===== src/rtl/framing_pkg.sv =====
// Shared framing constants: arbiter state codes, payload limit, overhead, EOF.
package framing_pkg;

    localparam logic [1:0] ST_IDLE   = 2'd0;
    localparam logic [1:0] ST_STREAM = 2'd1;
    localparam logic [1:0] ST_COMMIT = 2'd2;

    localparam int MAX_PAYLOAD_DEF = 58;
    localparam int FRAME_OVERHEAD  = 5;

    localparam logic [7:0] EOF_CHAR = 8'h7e;

endpackage


===== src/rtl/rr_arbiter.sv =====
// Combinational round-robin pick: first set req at or above rr_ptr, wrapping.
module rr_arbiter #(
    parameter int NREQ = 4,
    parameter int PW   = (NREQ > 1) ? $clog2(NREQ) : 1
) (
    input  logic [NREQ-1:0] req,
    input  logic [PW-1:0]   rr_ptr,
    output logic [NREQ-1:0] win,
    output logic [PW-1:0]   win_idx
);

    logic          found;
    logic [PW-1:0] j;

    always_comb begin
        win     = '0;
        win_idx = '0;
        found   = 1'b0;
        j       = '0;
        for (int k = 0; k < NREQ; k++) begin
            j = PW'((int'(rr_ptr) + k) % NREQ);
            if (!found && req[j]) begin
                win[j]  = 1'b1;
                win_idx = j;
                found   = 1'b1;
            end
        end
    end

endmodule


===== src/rtl/send_arbiter.sv =====
// Round-robin message arbiter feeding the framing ring and length fifo.
// Optional grant watchdog: define SEND_ARBITER_WATCHDOG_EN.
module send_arbiter
    import framing_pkg::*;
#(
    parameter int NREQ        = 4,
    parameter int LEN_BITS    = 8,
    parameter int MAX_PAYLOAD = MAX_PAYLOAD_DEF,
    parameter int WD_CYCLES   = 4096
) (
    input  logic                clk,
    input  logic                rst_n,
    input  logic [NREQ-1:0]     req,
    output logic [NREQ-1:0]     grant,
    input  logic [NREQ*8-1:0]   req_data,
    input  logic [NREQ-1:0]     req_wr_en,
    output logic [NREQ-1:0]     req_ready,
    input  logic [NREQ-1:0]     req_end,
    output logic [7:0]          send_ring_data,
    output logic                send_ring_wr_en,
    input  logic                send_ring_full,
    output logic [LEN_BITS-1:0] send_fifo_data,
    output logic                send_fifo_wr_en,
    input  logic                send_fifo_full,
    output logic                error,
    input  logic                clr
);

    localparam int PW = (NREQ > 1) ? $clog2(NREQ) : 1;

    logic [1:0]          state;
    logic [LEN_BITS-1:0] count;
    logic [PW-1:0]       rr_ptr;
    logic [PW-1:0]       gidx;
    logic [NREQ-1:0]     win;
    logic [PW-1:0]       win_idx;

    logic streaming, committing;
    logic g_wr, g_end, room, open;
    logic accept, overflow, fifo_go, wd_fire;

    rr_arbiter #(.NREQ(NREQ), .PW(PW)) u_rr (
        .req     (req),
        .rr_ptr  (rr_ptr),
        .win     (win),
        .win_idx (win_idx)
    );

    assign streaming  = (state == ST_STREAM);
    assign committing = (state == ST_COMMIT);
    assign g_wr       = |(grant & req_wr_en);
    assign g_end      = |(grant & req_end);
    assign room       = (count < LEN_BITS'(MAX_PAYLOAD));

    // An end strobe wins over a same-cycle byte, so the lane is not ready then.
    assign open      = streaming & !send_ring_full & !g_end;
    assign req_ready = (open & room) ? grant : '0;
    assign accept    = open & room & g_wr;
    assign overflow  = open & !room & g_wr;

    always_comb begin
        send_ring_data = '0;
        for (int i = 0; i < NREQ; i++) begin
            if (grant[i]) send_ring_data = req_data[i*8 +: 8];
        end
    end

    assign send_ring_wr_en = accept;
    assign fifo_go         = committing & !send_fifo_full;
    assign send_fifo_wr_en = fifo_go;
    assign send_fifo_data  = committing ? count : '0;

`ifdef SEND_ARBITER_WATCHDOG_EN
    localparam int WW = $clog2(WD_CYCLES + 1);

    logic [WW-1:0] wd;

    always_ff @(posedge clk or negedge rst_n) begin
        if (!rst_n) begin
            wd <= '0;
        end else if (!streaming || accept || send_ring_full) begin
            wd <= '0;
        end else begin
            wd <= wd + 1'b1;
        end
    end

    assign wd_fire = streaming & !accept & !send_ring_full & !g_end &
                     (wd == WW'(WD_CYCLES - 1));
`else
    assign wd_fire = (WD_CYCLES < 0);
`endif

    always_ff @(posedge clk or negedge rst_n) begin
        if (!rst_n) begin
            state  <= ST_IDLE;
            grant  <= '0;
            gidx   <= '0;
            count  <= '0;
            rr_ptr <= '0;
            error  <= 1'b0;
        end else begin
            if (overflow || wd_fire) begin
                error <= 1'b1;
            end else if (clr) begin
                error <= 1'b0;
            end
            case (state)
                ST_IDLE: begin
                    if (|req) begin
                        grant <= win;
                        gidx  <= win_idx;
                        count <= '0;
                        state <= ST_STREAM;
                    end
                end
                ST_STREAM: begin
                    if (accept) count <= count + 1'b1;
                    if (g_end || wd_fire) state <= ST_COMMIT;
                end
                ST_COMMIT: begin
                    if (fifo_go) begin
                        grant  <= '0;
                        rr_ptr <= (gidx == PW'(NREQ - 1)) ? '0 : gidx + 1'b1;
                        state  <= ST_IDLE;
                    end
                end
                default: state <= ST_IDLE;
            endcase
        end
    end

endmodule


===== config.mk =====
export PLATFORM = sky130hd
export DESIGN_NAME = send_arbiter
export DESIGN_NICKNAME = d
export VERILOG_FILES = /design/src/rtl/framing_pkg.sv /design/src/rtl/rr_arbiter.sv /design/src/rtl/send_arbiter.sv
export SDC_FILE = /design/constraint.sdc
export NUM_CORES = 1
export LEC_CHECK = 0
export ABC_AREA = 1
export CAP_MARGIN = 25
export CORE_UTILIZATION = 45
export DETAILED_ROUTE_END_ITERATION = 7
export PLACE_DENSITY = 0.93
export SYNTH_ARGS = -nofsm -noshare
export SYNTH_HDL_FRONTEND = slang
export SYNTH_SLANG_ARGS = --single-unit

===== constraint.sdc =====
create_clock -name clk -period 5.4 [get_ports clk]
set_clock_uncertainty 0.1 [all_clocks]
set_input_delay 0.81 -clock clk [delete_from_list [all_inputs] [get_ports clk]]
set_output_delay 0.81 -clock clk [all_outputs]
set_load 0.05 [all_outputs]

==> impl_metrics.py, run 1 <==
metrics = {
    "yosys": {
        "synth-compound-area-share_pct": 12.9,
        "synth.most_common_cell": "nand2_1",
        "async_flop_share_pct": 100,
        "synth-seq-cells": 19,
        "yosysWarnings": 0,
        "syn-cell-area_um2": 1760,
        "synth_top_family_by_area": "simple AND/OR/NAND/NOR gates",
        "synth_xor_area_share_pct": 1.50,
        "synth_adder_area_share_pct": 6.41,
        "ys_top_cells_by_count": "nand2_1 (91), nand3_1 (28), nor2_1 (27)",
        "syn_inst": 276,
        "synth_flop_cell": "dfrtp_1",
        "synth_top_cell_by_area": "dfrtp_1",
        "yosysSeqAreaShare_pct": 27.1,
        "synth_cell_types": 27,
        "synth.top_cell.area_share_pct": 27.1,
        "synth_area_leaders": "dfrtp_1 (27%), nand2_1 (19%), nand3_1 (8.0%)",
        "synth_mux_area_share_pct": 0,
        "synth-edff-count": 0,
        "synthSimpleGateAreaFrac_pct": 44.0,
        "syn_nets": 334,
        "synth.avg_cell_area_um2": 6.36,
    },
    "floorplanning": {
        "dieArea_um2": 4160,
        "num_io_pins": 76,
        "die_x_um": 64.5,
        "start_util_pct": 47.3,
        "std_cell_rows": 22,
        "die_h_um": 64.5,
        "coreArea_um2": 3720,
    },
    "critical_path": {
        "r2r_cells": 10,
        "worstPathMaxFanout": 8,
        "worstSetupEndpoint": "send_ring_wr_en",
        "r2r_slack_ps": 3070,
        "r2r_start": "rr_ptr[0]$_DFFE_PN0P_",
        "cp-end-kind": "output pin",
        "max_stage_delay_ps": 790,
        "rr_endpoint": "grant[3]$_DFFE_PN0P_",
        "path_cells": "clkdlybuf4s50_1 -> nand2_1 -> nand4_1 -> nor2_1 -> nand2_1 -> nor2_2 -> nand2_2 -> inv_2 -> clkdlybuf4s50_1",
        "slowest_stage": "clkdlybuf4s50_1",
        "crit_required_ps": 4490,
        "worstSetupPathType": "input pin to output pin",
        "cp-start-kind": "input pin",
        "crit_arrival_ps": 2830,
        "crit_path_start": "req_end[0]",
    },
    "pwr": {
        "peakVddDrop_uv": 203,
        "p_leak_uw": 0.00118,
        "power_density_nw_per_um2": 126,
    },
    "sta": {
        "setup_tns_ps": 0,
        "rsz0062_at_grt": "no",
        "slew-limit-headroom_pct": 46.0,
        "tightest_slew_ps": 808,
        "finalMaxSlewViolations": 0,
        "period_share_pct": 69.3,
        "hold_violations": 0,
        "fmax_mhz": 267,
        "finalCriticalPeriod_ps": 3740,
        "whs_ps": 403,
        "final-setup-viol-count": 0,
    },
    "cts": {
        "cts_resized": 0,
        "clk_latency_ps": 250,
        "cts_tree": "yes",
        "cts_hold_buffers": 0,
        "cts.sinks": 19,
        "cts_root_buf": "clkbuf_8",
        "htree_levels": 1,
        "cts_buffers": 3,
        "clkTransAtPathRegs_ps": 60,
        "cts_buffer_depth": 2,
        "post_cts_buffers": 0,
    },
    "finish": {
        "final_layout_size_suffix_gt1_share_pct": 6.59,
        "syn2layout_area_growth_pct": 46.8,
        "final_area_um2": 2580,
        "fillers": 304,
        "fin_nets": 408,
        "n_antenna_cell": 0,
    },
    "grt": {
        "grt_pass1_wl_um": 7760,
        "grt_pass1_vias": 1865,
        "grt.met1_usage_pct": 27.8,
        "use_met2_pct": 43.0,
        "grt_use_total_pct": 23.3,
        "busiest_layer": "met2",
        "grt_max_degree": 22,
        "gr-total-overflow": 0,
        "use_met3_pct": 4.40,
        "antenna_found_initial": 0,
    },
    "placement": {
        "gp_congestion": 0.867,
        "place_area_um2": 2530,
        "post-dp-hpwl_um": 3820,
        "numPortBuffers": 75,
    },
    "routing": {
        "drc_errors": 0,
        "via_count": 2046,
        "wl_per_cell_um": 12.0,
        "antenna_left": 0,
        "drt_iter0_drc": 114,
        "first_pass_iters": 4,
        "wirelength_um": 4760,
        "via_per_inst": 5.15,
    },
    "run": {
        "maxCapViolCount": 0,
    },
    "worst_hold_path": {
        "hold_path.class": "flop to flop",
    },
    "outcome": {
        "outcome": "finished clean",
    },
}
-- worst max-delay path, delay by kind of cell --
family | cells | cell delay [ps]
buf+inv | 3 | 1290
simple gates | 6 | 730
-- cell type report --
cell class / instances / area [µm²] / area share [%]
Clock buffer: 4 / 45.0 / 1.75
Tap cell: 48 / 60.1 / 2.33
Multi-Input combinational cell: 222 / 1140 / 44.2
Sequential cell: 19 / 475 / 18.4
Inverter: 29 / 109 / 4.22
Timing Repair Buffer: 75 / 751 / 29.1
-- kinds of logic after synthesis --
logic type,after synthesis
DFF,19
and+or+nand+nor,169
adders and majority gates,9
xor gates and xnor gates,3
AOI/OAI and AO/OA,41
buffers and inverters,35
-- where the power goes --
group | internal, µW | switching (µW)
clock | 52.4 | 42.8
combinational | 45.7 | 38.5
sequential | 143 | 3.01
-- routing by layer --
metal,vias to the layer above,routed length [µm]
met5,-,0
li1,1030,-
met2,85,2310
met3,2,408
met4,0,22
met1,929,2020
-- how the worst min path moves through the flow --
stage	from	to	slack (ps)	depth (start not counted)
floorplan	gidx[1]$_DFFE_PN0P_	gidx[1]$_DFFE_PN0P_	350	2
global placement	gidx[1]$_DFFE_PN0P_	gidx[1]$_DFFE_PN0P_	370	2
detailed placement	gidx[1]$_DFFE_PN0P_	gidx[1]$_DFFE_PN0P_	390	2
CTS	gidx[1]$_DFFE_PN0P_	gidx[1]$_DFFE_PN0P_	400	2
global route	gidx[1]$_DFFE_PN0P_	gidx[1]$_DFFE_PN0P_	450	2
finish	gidx[1]$_DFFE_PN0P_	gidx[1]$_DFFE_PN0P_	400	2
-- stage by stage --
stage / std cells / setup slack [ps] / power, µW / util, %
6_report: 397 / 1660 / 325 / 69.4
3_5_place_dp: 393 / 1690 / 233 / 68.2
5_1_grt: 397 / 1540 / 346 / 69.4
2_1_floorplan: 276 / 2140 / 188 / -
3_3_place_gp: 393 / 1720 / 232 / 68.2
4_1_cts: 397 / 1680 / 329 / 69.4
-- sequential cells by signal, summed over array words and instances (netlist names) --
| signal | flops |
|---|---|
| count | 8 |
| grant | 4 |
| gidx | 2 |
| rr_ptr | 2 |
| state | 2 |
| error | 1 |
-- layout by cell type (no fill, tap or decap), drive strengths merged, types with 9 or more instances in the layout --
cell type	Yosys	routed
ha	9	9
nor2	33	33
dfrtp	19	19
o21ai	21	21
nand3	30	30
nand2	100	100
inv	27	27
a21oi	13	13
clkdlybuf4s50	0	75
No activity file was read; power rests on OpenSTA's default activity.
==> run 2: changes to the inputs <==
--- a/config.mk
+++ b/config.mk
@@ -7,9 +7,9 @@
 export LEC_CHECK = 0
 export ABC_AREA = 1
 export CAP_MARGIN = 25
-export CORE_UTILIZATION = 45
+export CORE_UTILIZATION = 43
 export DETAILED_ROUTE_END_ITERATION = 7
-export PLACE_DENSITY = 0.93
+export PLACE_DENSITY = 0.89
 export SYNTH_ARGS = -nofsm -noshare
 export SYNTH_HDL_FRONTEND = slang
 export SYNTH_SLANG_ARGS = --single-unit
==> constraint.sdc (replaced) <==
create_clock -name clk -period 3.6 [get_ports clk]
set_clock_uncertainty 0.1 [all_clocks]
set_input_delay 0.54 -clock clk [delete_from_list [all_inputs] [get_ports clk]]
set_output_delay 0.54 -clock clk [all_outputs]
set_load 0.05 [all_outputs]
==> impl_metrics.py, run 2 (synthesis gave the netlist of run 1 again) <==
metrics = {
    "outcome": {
        "outcome": "finished clean",
    },
    "placement": {
        "post-dp-hpwl_um": 3820,
        "place_area_um2": 2540,
        "numPortBuffers": 75,
        "dp_cells": 394,
        "gp_congestion": 0.861,
    },
    "floorplanning": {
        "std_cell_rows": 22,
        "coreArea_um2": 3800,
        "dieArea_um2": 4340,
        "die_x_um": 65.9,
        "num_io_pins": 76,
        "start_util_pct": 46.2,
        "die_h_um": 65.9,
    },
    "sta": {
        "whs_ps": 393,
        "setup_tns_ps": 0,
        "finalCriticalPeriod_ps": 3270,
        "rsz0062_at_grt": "no",
        "final-setup-viol-count": 0,
        "period_share_pct": 90.9,
        "fmax_mhz": 305,
        "slew-limit-headroom_pct": 46.5,
        "hold_violations": 0,
        "finalMaxSlewViolations": 0,
        "tightest_slew_ps": 800,
    },
    "routing": {
        "via_count": 2067,
        "drc_errors": 0,
        "antenna_left": 0,
        "drt_iter0_drc": 66,
        "first_pass_iters": 4,
        "wirelength_um": 4910,
        "via_per_inst": 5.19,
        "wl_per_cell_um": 12.3,
    },
    "finish": {
        "fillers": 326,
        "top_regs": "count (8), grant (4)",
        "layout_commonest_cell": "nand2_1",
        "mostFrequentLayoutCells": "nand2_1 (91), clkdlybuf4s50_1 (75), nand3_1 (28), nor2_1 (27), inv_1 (25)",
        "largest_register": "count",
        "fin_nets": 409,
        "seq_area_um2": 475,
        "n_antenna_cell": 0,
        "instances_no_fill": 398,
        "largest_register_ffs": 8,
        "multi_input_area_um2": 1140,
        "final_layout_size_suffix_gt1_share_pct": 6.86,
        "syn2layout_area_growth_pct": 47.2,
        "final_area_um2": 2590,
    },
    "critical_path": {
        "path_cells": "nor2_1 -> nand2_1 -> nand2_1 -> o21ai_0 -> o21ai_0 -> clkdlybuf4s50_1",
        "crit_arrival_ps": 2630,
        "rr_endpoint": "gidx[0]$_DFFE_PN0P_",
        "worstSetupPathType": "flop to output pin",
        "max_stage_delay_ps": 850,
        "crit_required_ps": 2960,
        "r2r_start": "rr_ptr[0]$_DFFE_PN0P_",
        "crit_path_start": "grant[1]$_DFFE_PN0P_",
        "cp-start-kind": "flop",
        "r2r_slack_ps": 1260,
        "r2r_cells": 10,
        "worstPathMaxFanout": 14,
        "cp-end-kind": "output pin",
        "slowest_stage": "clkdlybuf4s50_1",
        "worstSetupEndpoint": "send_ring_data[7]",
    },
    "grt": {
        "gr-total-overflow": 0,
        "grt_pass1_vias": 1762,
        "grt_use_total_pct": 22.9,
        "grt_max_degree": 21,
        "antenna_found_initial": 0,
        "grt_pass1_wl_um": 7680,
    },
    "worst_hold_path": {
        "hold_path.class": "flop to flop",
        "hp-start": "gidx[1]$_DFFE_PN0P_",
    },
    "run": {
        "maxCapViolCount": 0,
    },
    "cts": {
        "cts_root_buf": "clkbuf_8",
        "cts_hold_buffers": 0,
        "cts.sinks": 19,
        "clk_latency_ps": 260,
        "htree_levels": 1,
        "cts_resized": 0,
        "cts_buffer_depth": 2,
        "cts_buffers": 3,
        "post_cts_buffers": 0,
        "clkTransAtPathRegs_ps": 70,
        "cts_tree": "yes",
    },
    "pwr": {
        "peakVddDrop_uv": 244,
        "p_leak_uw": 0.00118,
        "power_density_nw_per_um2": 190,
    },
}
-- run 2: changes by cell type in the layout (fill, tap and decap cells not counted) --
| cell | before | now |
|---|---|---|
| buf_4 | 0 | 1 |
-- run 2: power by group --
part | internal [µW] | leakage [µW] | switching (µW)
registers | 215 | 0.000245 | 4.52
logic | 68.7 | 0.000913 | 58.9
clock network | 78.7 | 0.0000228 | 67.3
total | 362 | 0.00118 | 131
-- run 2: routing by layer --
layer	global-route usage (%)	wire length [µm]
met4	5.43	44
met3	6.38	515
met1	28.4	2070
met5	0	0
met2	38.9	2290
-- run 2: worst min path at each step --
stage,end,slack (ps),depth (start not counted)
after floorplan,count[0]$_DFFE_PN0P_,140,0
after global placement,gidx[1]$_DFFE_PN0P_,370,2
after detailed placement,gidx[1]$_DFFE_PN0P_,380,2
after CTS,gidx[1]$_DFFE_PN0P_,400,2
after global routing,count[6]$_DFFE_PN0P_,450,2
final,gidx[1]$_DFFE_PN0P_,390,2
-- run 2: per-stage QoR --
step / setup WS (ps) / util [%] / power (µW)
floorplan: 609 / - / 282
global placement: 472 / 66.9 / 348
detailed placement: 374 / 66.9 / 349
CTS: 336 / 68.1 / 494
global route: 201 / 68.1 / 517
finish: 326 / 68.1 / 493
-- run 2: layout make-up --
class / instances / share of cell area, %
multi-input combinational: 222 / 44.0
timing repair buffer: 76 / 29.3
sequential: 19 / 18.4
inverter: 29 / 4.21
tap: 48 / 2.32
clock buffer: 4 / 1.74
-- run 2: critical path: cells and delay by family, from the launching register on --
| kind | cells | cell delay [ps] |
|---|---|---|
| buffers and inverters | 1 | 850 |
| AOI/OAI and AO/OA | 2 | 310 |
| and+or+nand+nor | 3 | 670 |
| DFF | 1 | 550 |
==> run 3: changes to the inputs <==
--- a/config.mk
+++ b/config.mk
@@ -7,9 +7,11 @@
 export LEC_CHECK = 0
 export ABC_AREA = 1
 export CAP_MARGIN = 25
-export CORE_UTILIZATION = 43
+export CORE_UTILIZATION = 45
 export DETAILED_ROUTE_END_ITERATION = 7
-export PLACE_DENSITY = 0.89
+export DONT_BUFFER_PORTS = 1
+export PLACE_DENSITY = 0.68
+export REMOVE_ABC_BUFFERS = 1
 export SYNTH_ARGS = -nofsm -noshare
 export SYNTH_HDL_FRONTEND = slang
 export SYNTH_SLANG_ARGS = --single-unit
==> impl_metrics.py, run 3 (synthesis gave the netlist of run 1 again) <==
metrics = {
    "outcome": {
        "outcome": "finished clean",
    },
    "floorplanning": {
        "num_io_pins": 76,
        "std_cell_rows": 22,
        "coreArea_um2": 3720,
        "die_h_um": 64.5,
        "start_util_pct": 47.3,
        "die_x_um": 64.5,
        "dieArea_um2": 4160,
    },
    "routing": {
        "drt_iter0_drc": 51,
        "drc_errors": 0,
        "wl_per_cell_um": 12.0,
        "first_pass_iters": 4,
        "wirelength_um": 4030,
        "via_count": 1714,
        "via_per_inst": 5.10,
        "antenna_left": 0,
    },
    "pwr": {
        "peakVddDrop_uv": 171,
        "power_density_nw_per_um2": 225,
        "design_power_total_uw": 435,
        "p_leak_uw": 0.000973,
    },
    "finish": {
        "fillers": 400,
        "syn2layout_area_growth_pct": 10.2,
        "largest_register": "count",
        "multi_input_area_um2": 1140,
        "final_layout_size_suffix_gt1_share_pct": 12.5,
        "final_area_um2": 1940,
        "fin_nets": 347,
        "n_antenna_cell": 0,
        "seq_area_um2": 475,
        "mostFrequentLayoutCells": "nand2_1 (91), nand3_1 (28), nor2_1 (27), inv_1 (25), dfrtp_1 (19)",
        "finalCoreUtilization_pct": 52.1,
        "layout_commonest_cell": "nand2_1",
        "top_regs": "count (8), grant (4)",
        "largest_register_ffs": 8,
    },
    "grt": {
        "grt_max_degree": 21,
        "antenna_found_initial": 0,
        "grt_use_total_pct": 19.5,
        "gr-total-overflow": 0,
        "grt_pass1_wl_um": 6510,
        "grt_pass1_vias": 1520,
    },
    "sta": {
        "hold_violations": 0,
        "rsz0062_at_grt": "no",
        "tightest_slew_ps": 888,
        "fmax_mhz": 360,
        "period_share_pct": 77.1,
        "setup_tns_ps": 0,
        "slew-limit-headroom_pct": 40.6,
        "finalCriticalPeriod_ps": 2780,
        "layout_setup_ws_ps": 824,
        "final-setup-viol-count": 0,
        "finalMaxSlewViolations": 0,
    },
    "critical_path": {
        "worstPathMaxFanout": 14,
        "cp-end-kind": "output pin",
        "crit_required_ps": 2960,
        "cp-start-kind": "flop",
        "crit_arrival_ps": 2140,
        "worstSetupPathType": "flop to output pin",
        "r2r_slack_ps": 1240,
    },
    "placement": {
        "post-dp-hpwl_um": 3160,
        "gp_congestion": 0.859,
        "place_area_um2": 1880,
        "pre_cts_ws_ps": 1100,
        "numPortBuffers": 0,
    },
    "cts": {
        "cts_buffers": 3,
        "cts_tree": "yes",
        "cts_resized": 0,
        "clkTransAtPathRegs_ps": 60,
        "cts_buffer_depth": 2,
        "htree_levels": 1,
        "cts.sinks": 19,
        "cts_root_buf": "clkbuf_8",
        "clk_latency_ps": 250,
    },
    "run": {
        "maxCapViolCount": 0,
    },
    "worst_hold_path": {
        "hold_path.class": "input pin to flop",
    },
}
[run 3: area by class of cell]
cell class              instances  area share [%]
well taps                      48            3.10
multi-input cells             222            58.8
inverters                      29            5.62
clock buffers                   4            2.33
repair buffers                 14            5.56
flip-flops and latches         19            24.6
[run 3: final timing paths]
kind / from / to / depth (start not counted)
worst min register to register: gidx[1]$_DFFE_PN0P_ / gidx[1]$_DFFE_PN0P_ / 2
worst max-delay path: grant[1]$_DFFE_PN0P_ / send_ring_data[7] / 6
min in group asynchronous: rst_n / count[4]$_DFFE_PN0P_ / 1
worst min-delay path: clr / error$_DFFE_PN0P_ / 1
worst max register to register: rr_ptr[0]$_DFFE_PN0P_ / grant[1]$_DFFE_PN0P_ / 10
max in group asynchronous: rst_n / count[5]$_DFFE_PN0P_ / 1
[run 3: routing by layer]
layer  vias to the layer above  part of all wire (%)  GRT usage [%]
met5                         -                     0              0
met4                         0                  0.32           1.67
met3                         2                   6.7           3.70
met2                        69                    45           34.6
met1                       737                    48           25.4
li1                        906                     -              -
[run 3: repair_timing]
| item | in CTS | in global routing |
|---|---|---|
| setup endpoints to repair | 0 | 0 |
| hold buffers | 1 | 0 |
| hold endpoints to repair | 19 | 0 |
| setup buffers | 0 | 0 |
[run 3: worst max-delay path, stage by stage, from the launching register on]
cell	delay, ps
dfrtp_1	700
nor2_1	550
nand2_1	110
nand2_1	80
o21ai_0	70
o21ai_0	150
buf_4	220
[run 3: power breakdown]
group / leakage [µW] / internal (µW) / switching (µW)
registers: 0.000245 / 215 / 4.62
clock network: 0.0000228 / 78.4 / 62.5
logic: 0.000705 / 24.6 / 49.9
total: 0.000973 / 318 / 117
[run 3: stage by stage]
step | hold slack (ps) | cells
2_1_floorplan | 144 | 270
3_3_place_gp | 145 | 331
3_5_place_dp | 145 | 331
4_1_cts | 292 | 336
5_1_grt | 297 | 336
6_report | 297 | 336
